**config.mk**
```make
export PLATFORM = sky130hd
export DESIGN_NAME = keypad_row_scanner
export DESIGN_NICKNAME = d
export VERILOG_FILES = /design/src/rtl/keypad_row_scanner.sv
export SDC_FILE = /design/constraint.sdc
export NUM_CORES = 1
export LEC_CHECK = 0
export CAP_MARGIN = 25
export CORE_MARGIN = 2
export CORE_UTILIZATION = 55
export DETAILED_ROUTE_END_ITERATION = 12
export PLACE_DENSITY = 0.82
export RECOVER_POWER = 50
export REMOVE_ABC_BUFFERS = 1
export SYNTH_ARGS = -nofsm -noshare
export SYNTH_HDL_FRONTEND = slang
export SYNTH_SLANG_ARGS = --single-unit
```
**constraint.sdc**
```tcl
create_clock -name CLOCK_50 -period 6.6 [get_ports CLOCK_50]
set_clock_uncertainty 0.1 [all_clocks]
set_input_delay 1.98 -clock CLOCK_50 [delete_from_list [all_inputs] [get_ports CLOCK_50]]
set_output_delay 1.98 -clock CLOCK_50 [all_outputs]
set_load 0.01 [all_outputs]
```
**src/rtl/keypad_row_scanner.sv**
```systemverilog
// keypad_row_scanner
// Scans a 4x4 matrix keypad one row at a time, synchronises and debounces the
// column returns, and reports a single accepted key as a one-cycle press event
// plus a held level. key_raw uses the active-low {col,row} byte that the
// keypad-to-HEX decoder expects, so it can be wired straight into that decoder.
//
// Parameters
//   SCAN_DIV        clock cycles each row is strobed (>= 4)
//   DEBOUNCE_SCANS  consecutive full scans needed to accept a press or release (>= 1)
//
// Ports
//   CLOCK_50     in   1  system clock, rising edge
//   reset        in   1  asynchronous, active-high
//   col_n        in   4  column returns, active-low, externally pulled up
//   row_n        out  4  row strobes, exactly one bit low
//   key_code     out  4  latched key index = row*4 + col
//   key_raw      out  8  latched {col_n, row_n} of the accepted key, 8'hFF when none
//   key_valid    out  1  one-cycle pulse when a press is accepted
//   key_release  out  1  one-cycle pulse when the held key is released
//   key_held     out  1  high from the key_valid cycle until the key_release cycle

module keypad_row_scanner #(
    parameter int SCAN_DIV       = 50000,
    parameter int DEBOUNCE_SCANS = 4
) (
    input  logic       CLOCK_50,
    input  logic       reset,
    input  logic [3:0] col_n,
    output logic [3:0] row_n,
    output logic [3:0] key_code,
    output logic [7:0] key_raw,
    output logic       key_valid,
    output logic       key_release,
    output logic       key_held
);

    localparam int DW = (SCAN_DIV > 1) ? $clog2(SCAN_DIV) : 1;
    localparam logic [DW-1:0] DWELL_LAST = DW'(SCAN_DIV - 1);
    localparam int CW = $clog2(DEBOUNCE_SCANS + 1);
    localparam logic [CW-1:0] DEB_TARGET = CW'(DEBOUNCE_SCANS);
    localparam logic [CW-1:0] CNT_ONE    = CW'(1);

    typedef enum logic [1:0] {
        IDLE,
        DEBOUNCE,
        PRESSED,
        RELEASE
    } state_t;

    logic [3:0]    col_meta;
    logic [3:0]    col_s;
    logic [DW-1:0] dwell;
    logic [1:0]    row_idx;
    logic          sample;
    logic          eval;

    logic [2:0]    cur_zeros;
    logic [1:0]    cur_col;
    logic [2:0]    base_zeros;
    logic [2:0]    zero_sum;
    logic [1:0]    scan_zeros;
    logic [3:0]    scan_key;
    logic [1:0]    acc_zeros;
    logic [3:0]    acc_key;

    state_t        state, state_nx;
    logic [3:0]    cand, cand_nx;
    logic [CW-1:0] cnt, cnt_nx;
    logic [CW-1:0] rcnt, rcnt_nx;
    logic [3:0]    code_nx;
    logic [7:0]    raw_nx;
    logic          valid_nx;
    logic          release_nx;
    logic          held_nx;
    logic          do_accept;
    logic          do_release;

    // Active-low {col,row} byte for a key index.
    function automatic logic [7:0] raw_of(input logic [3:0] k);
        logic [3:0] c;
        logic [3:0] r;
        c = ~(4'b0001 << k[1:0]);
        r = ~(4'b0001 << k[3:2]);
        return {c, r};
    endfunction

    // Two-flop synchroniser on the asynchronous column returns; idles at
    // all-ones so a reset never looks like a pressed key.
    always_ff @(posedge CLOCK_50 or posedge reset) begin
        if (reset) begin
            col_meta <= 4'hF;
            col_s    <= 4'hF;
        end else begin
            col_meta <= col_n;
            col_s    <= col_meta;
        end
    end

    assign sample = (dwell == DWELL_LAST);
    assign eval   = sample && (row_idx == 2'd3);

    // Row dwell counter and strobe rotation. row_n is kept as its own register
    // (rotated alongside row_idx) so the strobes never glitch.
    always_ff @(posedge CLOCK_50 or posedge reset) begin
        if (reset) begin
            dwell   <= '0;
            row_idx <= 2'd0;
            row_n   <= 4'b1110;
        end else if (sample) begin
            dwell   <= '0;
            row_idx <= row_idx + 2'd1;
            row_n   <= {row_n[2:0], row_n[3]};
        end else begin
            dwell <= dwell + DW'(1);
        end
    end

    // Count the zero columns of the current row and remember where a lone
    // zero sits; only meaningful when exactly one bit is low.
    always_comb begin
        cur_zeros = 3'd0;
        cur_col   = 2'd0;
        for (int i = 0; i < 4; i++) begin
            if (!col_s[i]) begin
                cur_zeros = cur_zeros + 3'd1;
                cur_col   = 2'(i);
            end
        end
    end

    // Fold this row's sample into the running per-scan tally. The tally
    // saturates at 2, which is all the classifier needs to tell SINGLE from
    // MULTI. Row 0 starts a fresh scan, so the stale tally is ignored there.
    always_comb begin
        base_zeros = (row_idx == 2'd0) ? 3'd0 : {1'b0, acc_zeros};
        zero_sum   = base_zeros + cur_zeros;
        scan_zeros = (zero_sum >= 3'd2) ? 2'd2 : zero_sum[1:0];
        scan_key   = (cur_zeros == 3'd1) ? {row_idx, cur_col} : acc_key;
    end

    // Per-scan tally register, updated once per row at the sample cycle.
    always_ff @(posedge CLOCK_50 or posedge reset) begin
        if (reset) begin
            acc_zeros <= 2'd0;
            acc_key   <= 4'd0;
        end else if (sample) begin
            acc_zeros <= scan_zeros;
            acc_key   <= scan_key;
        end
    end

    // Debounce / hold FSM state and the latched outputs.
    always_ff @(posedge CLOCK_50 or posedge reset) begin
        if (reset) begin
            state       <= IDLE;
            cand        <= 4'd0;
            cnt         <= '0;
            rcnt        <= '0;
            key_code    <= 4'd0;
            key_raw     <= 8'hFF;
            key_valid   <= 1'b0;
            key_release <= 1'b0;
            key_held    <= 1'b0;
        end else begin
            state       <= state_nx;
            cand        <= cand_nx;
            cnt         <= cnt_nx;
            rcnt        <= rcnt_nx;
            key_code    <= code_nx;
            key_raw     <= raw_nx;
            key_valid   <= valid_nx;
            key_release <= release_nx;
            key_held    <= held_nx;
        end
    end

    // Next-state logic, evaluated only at the row-3 sample cycle when the
    // scan's candidate is complete. Acceptance and release are folded in
    // afterwards so DEBOUNCE_SCANS = 1 can skip the intermediate states.
    always_comb begin
        state_nx   = state;
        cand_nx    = cand;
        cnt_nx     = cnt;
        rcnt_nx    = rcnt;
        code_nx    = key_code;
        raw_nx     = key_raw;
        valid_nx   = 1'b0;
        release_nx = 1'b0;
        held_nx    = key_held;
        do_accept  = 1'b0;
        do_release = 1'b0;

        if (eval) begin
            case (state)
                IDLE: begin
                    if (scan_zeros == 2'd1) begin
                        cand_nx  = scan_key;
                        cnt_nx   = CNT_ONE;
                        state_nx = DEBOUNCE;
                        if (CNT_ONE == DEB_TARGET) do_accept = 1'b1;
                    end
                end
                DEBOUNCE: begin
                    if (scan_zeros == 2'd1) begin
                        if (scan_key == cand) begin
                            cnt_nx = cnt + CNT_ONE;
                        end else begin
                            cand_nx = scan_key;
                            cnt_nx  = CNT_ONE;
                        end
                        if (cnt_nx == DEB_TARGET) do_accept = 1'b1;
                    end else begin
                        state_nx = IDLE;
                        cnt_nx   = '0;
                    end
                end
                PRESSED: begin
                    if (scan_zeros == 2'd0) begin
                        rcnt_nx  = CNT_ONE;
                        state_nx = RELEASE;
                        if (CNT_ONE == DEB_TARGET) do_release = 1'b1;
                    end
                end
                RELEASE: begin
                    if (scan_zeros == 2'd0) begin
                        rcnt_nx = rcnt + CNT_ONE;
                        if (rcnt_nx == DEB_TARGET) do_release = 1'b1;
                    end else if ((scan_zeros == 2'd1) && (scan_key == cand)) begin
                        state_nx = PRESSED;
                        rcnt_nx  = '0;
                    end
                end
                default: begin
                    state_nx = IDLE;
                end
            endcase
        end

        if (do_accept) begin
            state_nx = PRESSED;
            cnt_nx   = '0;
            code_nx  = cand_nx;
            raw_nx   = raw_of(cand_nx);
            valid_nx = 1'b1;
            held_nx  = 1'b1;
        end

        if (do_release) begin
            state_nx   = IDLE;
            rcnt_nx    = '0;
            raw_nx     = 8'hFF;
            release_nx = 1'b1;
            held_nx    = 1'b0;
        end
    end

endmodule

```
==> flow_summary.toml, run 1 <==
[outcome]
status = "finished, violations left"
violations = "max-capacitance violations, max-slew violations"

[cts]
numCtsBuffers = 9
cts_tree = "yes"
clkLatencyLatePin_ps = 350
cts_max_level = 3
cts.sinks = 63
post_cts_buffers = 0
clk_pin_slew_ps = 80
cts_hold_buf = 0
cts_root_buf = "clkbuf_8"
cts.repair.resized = 0
cts_buffer_depth = 2

[logic_synthesis]
syn_inst = 353
syn_avg_cell_area_um2 = 9.78
synth_area_um2 = 3450
ys_top_cells_by_area = "dfrtp_1 32%, dfstp_2 14%, nand2_1 4.8%, ha_1 4.0%, o21ai_0 3.0%"
yosys.area.top_type = "dfrtp_1"
synth_top_area_share_pct = 31.9
yosysSeqAreaShare_pct = 46.4
ys_types = 62
synthArstFlopShare_pct = 100
synth-edff-count = 0
synth_seq_cells = 63
synth_common_cells = "44 x dfrtp_1, 44 x nand2_1, 22 x nor2_1"
yosys_warnings = 0
synthFlopType = "dfrtp_1"

[detailed_routing]
vias = 2667
wl_per_cell_um = 15.4
dr.pass1.iters = 5
drt_iter0_drc = 172
drc = 0
via_per_inst = 5.85
wl_um = 7040
antenna_left = 0

[critical_path]
path_class = "in2async"
rrSetupSlack_ps = 2390
r2r_start = "col_s[1]"
crit_path_end_kind = "async pin"
cp.arrival_ps = 4700
cp.required_ps = 6630
r2r_cells = 9
worstSetupStartpointType = "input port"
cp_max_fo = 33
r2r-end = "cnt[2]"

[grt]
grt_pass1_vias = 2652
antenna_found_initial = 0
grt_overflow_total = 0
grt_max_degree = 34
grt.total_usage_pct = 21.8
grt_pass1_wl_um = 12100

[floorplanning]
chipHeight_um = 83.2
dieArea_um2 = 6920
ios = 25
rows = 28
floorplan.core_area_um2 = 5990
start_util_pct = 57.6
die_w_um = 83.2

[cells_and_area]
design_area_um2 = 3950
area_growth_pct = 14.4
nets = 394
drive_gt1_share_pct = 15.0
antenna_cells = 0

[hold_path]
hold_path_startpoint = "col_meta[3]"
hp-class = "reg2reg"
hold_path_depth = 0
hold_path_end = "col_s[3]"

[timing]
hold_violations = 0
finalCritPeriodShare_pct = 70.7
worst_pin_slew_ps = 1730
setup_tns_ps = 0
rsz0062_at_grt = "no"
fmax_mhz = 214
relSlewSlack_pct = -15.2
slew_violations = 34
setup_viol_count_final = 0
fin_crit_ps = 4660

[pwr]
powerDensity_nw_per_um2 = 212
swShare_pct = 25.0
leakagePower_nw = 1.75
seq_power_share_pct = 47.1
p_int_w = 0.000628
peakVddDrop_uv = 142
p_comb_share_pct = 7.0
pwr-share-clk_pct = 45.9
power_switching_w = 0.000209

[place]
gp_congestion = 0.859
dp_hpwl_um = 4940
place_area_um2 = 3730
io_buffers = 24

[flow_run]
cap_violations = 1
## cells in the final DEF (no fill, tap or decap), types with 4 or more instances in the layout
master / netlist / final
xnor2_1: 6 / 6
inv_1: 12 / 12
nand2_1: 44 / 44
xor2_1: 11 / 11
dlygate4sd3_1: 0 / 5
a21o_1: 6 / 6
clkdlybuf4s50_1: 0 / 19
and3_1: 11 / 11
ha_1: 11 / 11
nand2b_1: 9 / 9
o21ai_0: 21 / 21
mux2_2: 5 / 4
mux2i_1: 4 / 4
a21bo_2: 4 / 4
nor3_1: 6 / 6
a31oi_1: 7 / 7
dfrtp_1: 44 / 44
nor2b_1: 7 / 7
a21oi_1: 15 / 15
a31o_2: 7 / 7
nor2_1: 22 / 22
nand3_1: 13 / 13
dfstp_2: 19 / 18
clkbuf_8: 0 / 9
## sequential cells by signal, indices dropped and copies added, names as in the netlist, 3 cells and up
name      count
acc_key       4
cand          4
cnt           3
col_meta      4
col_s         4
dwell        16
key_code      4
key_raw       8
rcnt          3
row_n         4
## power groups by stage
stage,logic [W],registers [W],clock network (W)
floorplan,0.0000447,0.000400,0
finish,0.0000588,0.000394,0.000384
CTS,0.0000600,0.000394,0.000392
global placement,0.0000574,0.000401,0
detailed placement,0.0000591,0.000401,0
global route,0.0000655,0.000395,0.000411
## worst max-delay path, cell delays in order
cell	delay, ps
dlygate4sd3_1	530
inv_1	840
clkbuf_1	1320
## worst max path at each step
stage	start	end	slack, ps	cells past startpoint
global route	reset	cand[3]	1320	3
floorplan	reset	acc_key[0]	2980	1
CTS	col_s[1]	key_code[0]	2440	12
finish	reset	acc_zeros[0]	1940	3
detailed placement	col_s[1]	key_code[0]	2540	12
global placement	col_s[1]	key_raw[5]	2570	12
## cell type report
type	instances	area [um^2]
inverter	13	48.8
sequential	63	1600
multi-input combinational	262	1730
clock inverter	7	103
tap	75	93.8
timing repair buffer	27	253
clock buffer	9	124
fill	462	2040
## per-layer routing
layer | wire (um) | vias to the layer above | part of all wire [%] | GRT usage [%]
met1 | 3130 | 1292 | 44 | 26.9
met2 | 3520 | 63 | 50 | 36.7
met4 | 112 | 0 | 1.6 | 8.64
met3 | 275 | 14 | 3.9 | 5.37
met5 | 0 | - | 0 | 0
li1 | - | 1298 | - | -
## kinds of logic (layout without fill, tap and decap cells)
| kind of cell | Yosys count | after routing | share of synthesized area [%] |
|---|---|---|---|
| XOR/XNOR | 17 | 17 | 4.31 |
| AND/OR/NAND/NOR | 140 | 140 | 21.5 |
| buffers and inverters | 28 | 56 | 3.59 |
| multiplexers | 11 | 11 | 3.66 |
| adder cells (fa/ha/maj) | 12 | 12 | 4.57 |
| flip-flops | 63 | 63 | 46.4 |
| AO/OA/AOI/OAI | 82 | 82 | 16.0 |
## stage by stage
| step | total power [W] | setup WS [ps] | hold slack, ps | instances | util, % |
|---|---|---|---|---|---|
| finish | 0.000837 | 1940 | 248 | 456 | 65.9 |
| CTS | 0.000846 | 2440 | 255 | 456 | 66.0 |
| global route | 0.000871 | 1320 | 262 | 456 | 65.9 |
| global placement | 0.000458 | 2570 | 249 | 439 | 62.2 |
| detailed placement | 0.000460 | 2540 | 251 | 440 | 62.3 |
| floorplan | 0.000445 | 2980 | 245 | 338 | - |
No activity file was read; power rests on OpenSTA's default activity.
==> inputs of run 2 (changes only) <==
==> constraint.sdc (replaced) <==
create_clock -name CLOCK_50 -period 4.42 [get_ports CLOCK_50]
set_clock_uncertainty 0.1 [all_clocks]
set_input_delay 1.326 -clock CLOCK_50 [delete_from_list [all_inputs] [get_ports CLOCK_50]]
set_output_delay 1.326 -clock CLOCK_50 [all_outputs]
set_load 0.01 [all_outputs]
==> run 2 against run 1 <==
Compared with the run above: the flow now finishes without violations; worst hold slack gained 10 ps; sequential share of layout area is essentially flat; clock-buffer cell count is the same; final cell count grew 0.66%; largest power group unchanged; highest routed layer unchanged.
==> flow_summary.toml, run 2 (synthesis gave the netlist of run 1 again) <==
[floorplanning]
chipHeight_um = 83.2
start_util_pct = 57.6
dieArea_um2 = 6920
die_w_um = 83.2
ios = 25
rows = 28
floorplan.core_area_um2 = 5990

[pwr]
pwr-share-clk_pct = 43.2
peakVddDrop_uv = 204
powerDensity_nw_per_um2 = 302
p_comb_share_pct = 7.5
power_switching_w = 0.000311
leakagePower_nw = 1.75
seq_power_share_pct = 49.3
swShare_pct = 26.1
p_int_w = 0.000882

[critical_path]
worst_path_dominant_cell_family = "adder cells"
r2r_cells = 13
cp.arrival_ps = 4120
cpPeakStageDelay_ps = 580
path_class = "reg2reg"
crit_path_end_kind = "register"
cp.required_ps = 4560
cp_num_cells = 13
cp_num_buf_inv = 2
cp_max_fo = 11
cp_cell_sequence = "inv_1, ha_1, xnor2_1, xnor2_1, ha_1, inv_1, fa_1, nand3b_1, mux2i_1, nand2_1, nand2_1, o21ai_0, mux2_2"
crit_path_top_delay_cell = "fa_1"
worstSetupStartpointType = "register"

[detailed_routing]
wl_per_cell_um = 15.2
vias = 2641
drt_iter0_drc = 139
wl_um = 7000
via_per_inst = 5.75
antenna_left = 0
drc = 0
dr.pass1.iters = 4

[timing]
hold_slack_ps = 259
setup_tns_ps = 0
worst_pin_slew_ps = 1190
slew_violations = 0
relSlewSlack_pct = 20.4
finalCritPeriodShare_pct = 90.0
rsz0062_at_grt = "no"
hold_violations = 0
fmax_mhz = 252
setup_viol_count_final = 0
fin_crit_ps = 3980

[grt]
grt_pass1_wl_um = 12200
grt_pass1_vias = 2618
grt.total_usage_pct = 22.0
antenna_found_initial = 0
grt_max_degree = 24
grt_overflow_total = 0

[cells_and_area]
area.sequential_um2 = 1600
drive_gt1_share_pct = 15.9
finalNonFillerCells = 459
antenna_cells = 0
design_area_um2 = 3950
n_fill_cell = 468
area_growth_pct = 14.4
nets = 397
registers.top_by_ff_count = "dwell"
largest_reg_flops = 16
most-common-layout-cells = "44 x nand2_1, 44 x dfrtp_1, 22 x nor2_1"
largest_registers = "dwell (16), key_raw (8)"
fin_util_pct = 65.9
multi_input_area_um2 = 1730

[cts]
cts_hold_buf = 0
numCtsBuffers = 9
cts_max_level = 3
clkLatencyLatePin_ps = 350
cts.sinks = 63
clk_pin_slew_ps = 80
cts.repair.resized = 0
cts_buffer_depth = 2
cts_root_buf = "clkbuf_8"
post_cts_buffers = 0
cts_tree = "yes"

[place]
io_buffers = 24
dp_hpwl_um = 5080
dp.cells = 443
place_area_um2 = 3750
gp_congestion = 0.908

[hold_path]
hp-class = "reg2reg"
hold_path_depth = 0

[flow_run]
cap_violations = 0

[outcome]
status = "finished clean"
-- run 2: through the flow --
stage	worst slack, ps	power (W)
4_1_cts	459	0.00121
2_1_floorplan	895	0.000665
6_report	444	0.00119
5_1_grt	172	0.00124
3_5_place_dp	490	0.000690
3_3_place_gp	749	0.000687
-- run 2: final timing paths --
check	startpoint	endpoint	slack (ps)
worst max-delay path	col_s[0]	key_code[2]	440
worst min-delay path	col_meta[1]	col_s[1]	260
worst max register to register	col_s[0]	key_code[2]	440
worst min register to register	col_meta[1]	col_s[1]	260
max in group asynchronous	reset	key_valid	1260
min in group asynchronous	reset	dwell[5]	1440
-- run 2: layout make-up --
cell class                 count  share of cell area, %
inverter                      13                   1.24
timing repair buffer          30                   6.94
tap                           75                   2.38
clock buffer                   9                   3.14
sequential                    63                   40.5
clock inverter                 7                   2.03
multi-input combinational    262                   43.7
-- run 2: power groups by stage --
stage               sequential (W)  clock (W)  combinational, W
CTS                       0.000589   0.000531         0.0000916
finish                    0.000589   0.000516         0.0000895
global route              0.000589   0.000554          0.000100
floorplan                 0.000598          0         0.0000667
detailed placement        0.000599          0         0.0000909
global placement          0.000599          0         0.0000882
-- run 2: routing by layer --
metal | part of all wire, % | wire, um | up-vias | track usage [%]
li1 | - | - | 1311 | -
met1 | 45 | 3160 | 1264 | 27.7
met4 | 1.3 | 88 | 0 | 6.41
met3 | 4.4 | 306 | 11 | 6.76
met2 | 49 | 3440 | 55 | 36.5
met5 | 0 | 0 | - | 0
==> inputs of run 3 (changes only) <==
--- a/config.mk
+++ b/config.mk
@@ -5,7 +5,7 @@
 export SDC_FILE = /design/constraint.sdc
 export NUM_CORES = 1
 export LEC_CHECK = 0
-export CAP_MARGIN = 25
+export CAP_MARGIN = 30
 export CORE_MARGIN = 2
 export CORE_UTILIZATION = 55
 export DETAILED_ROUTE_END_ITERATION = 12
==> results of run 3 <==
Same layout as run 2: the final DEF is identical, and so are final timing and power.
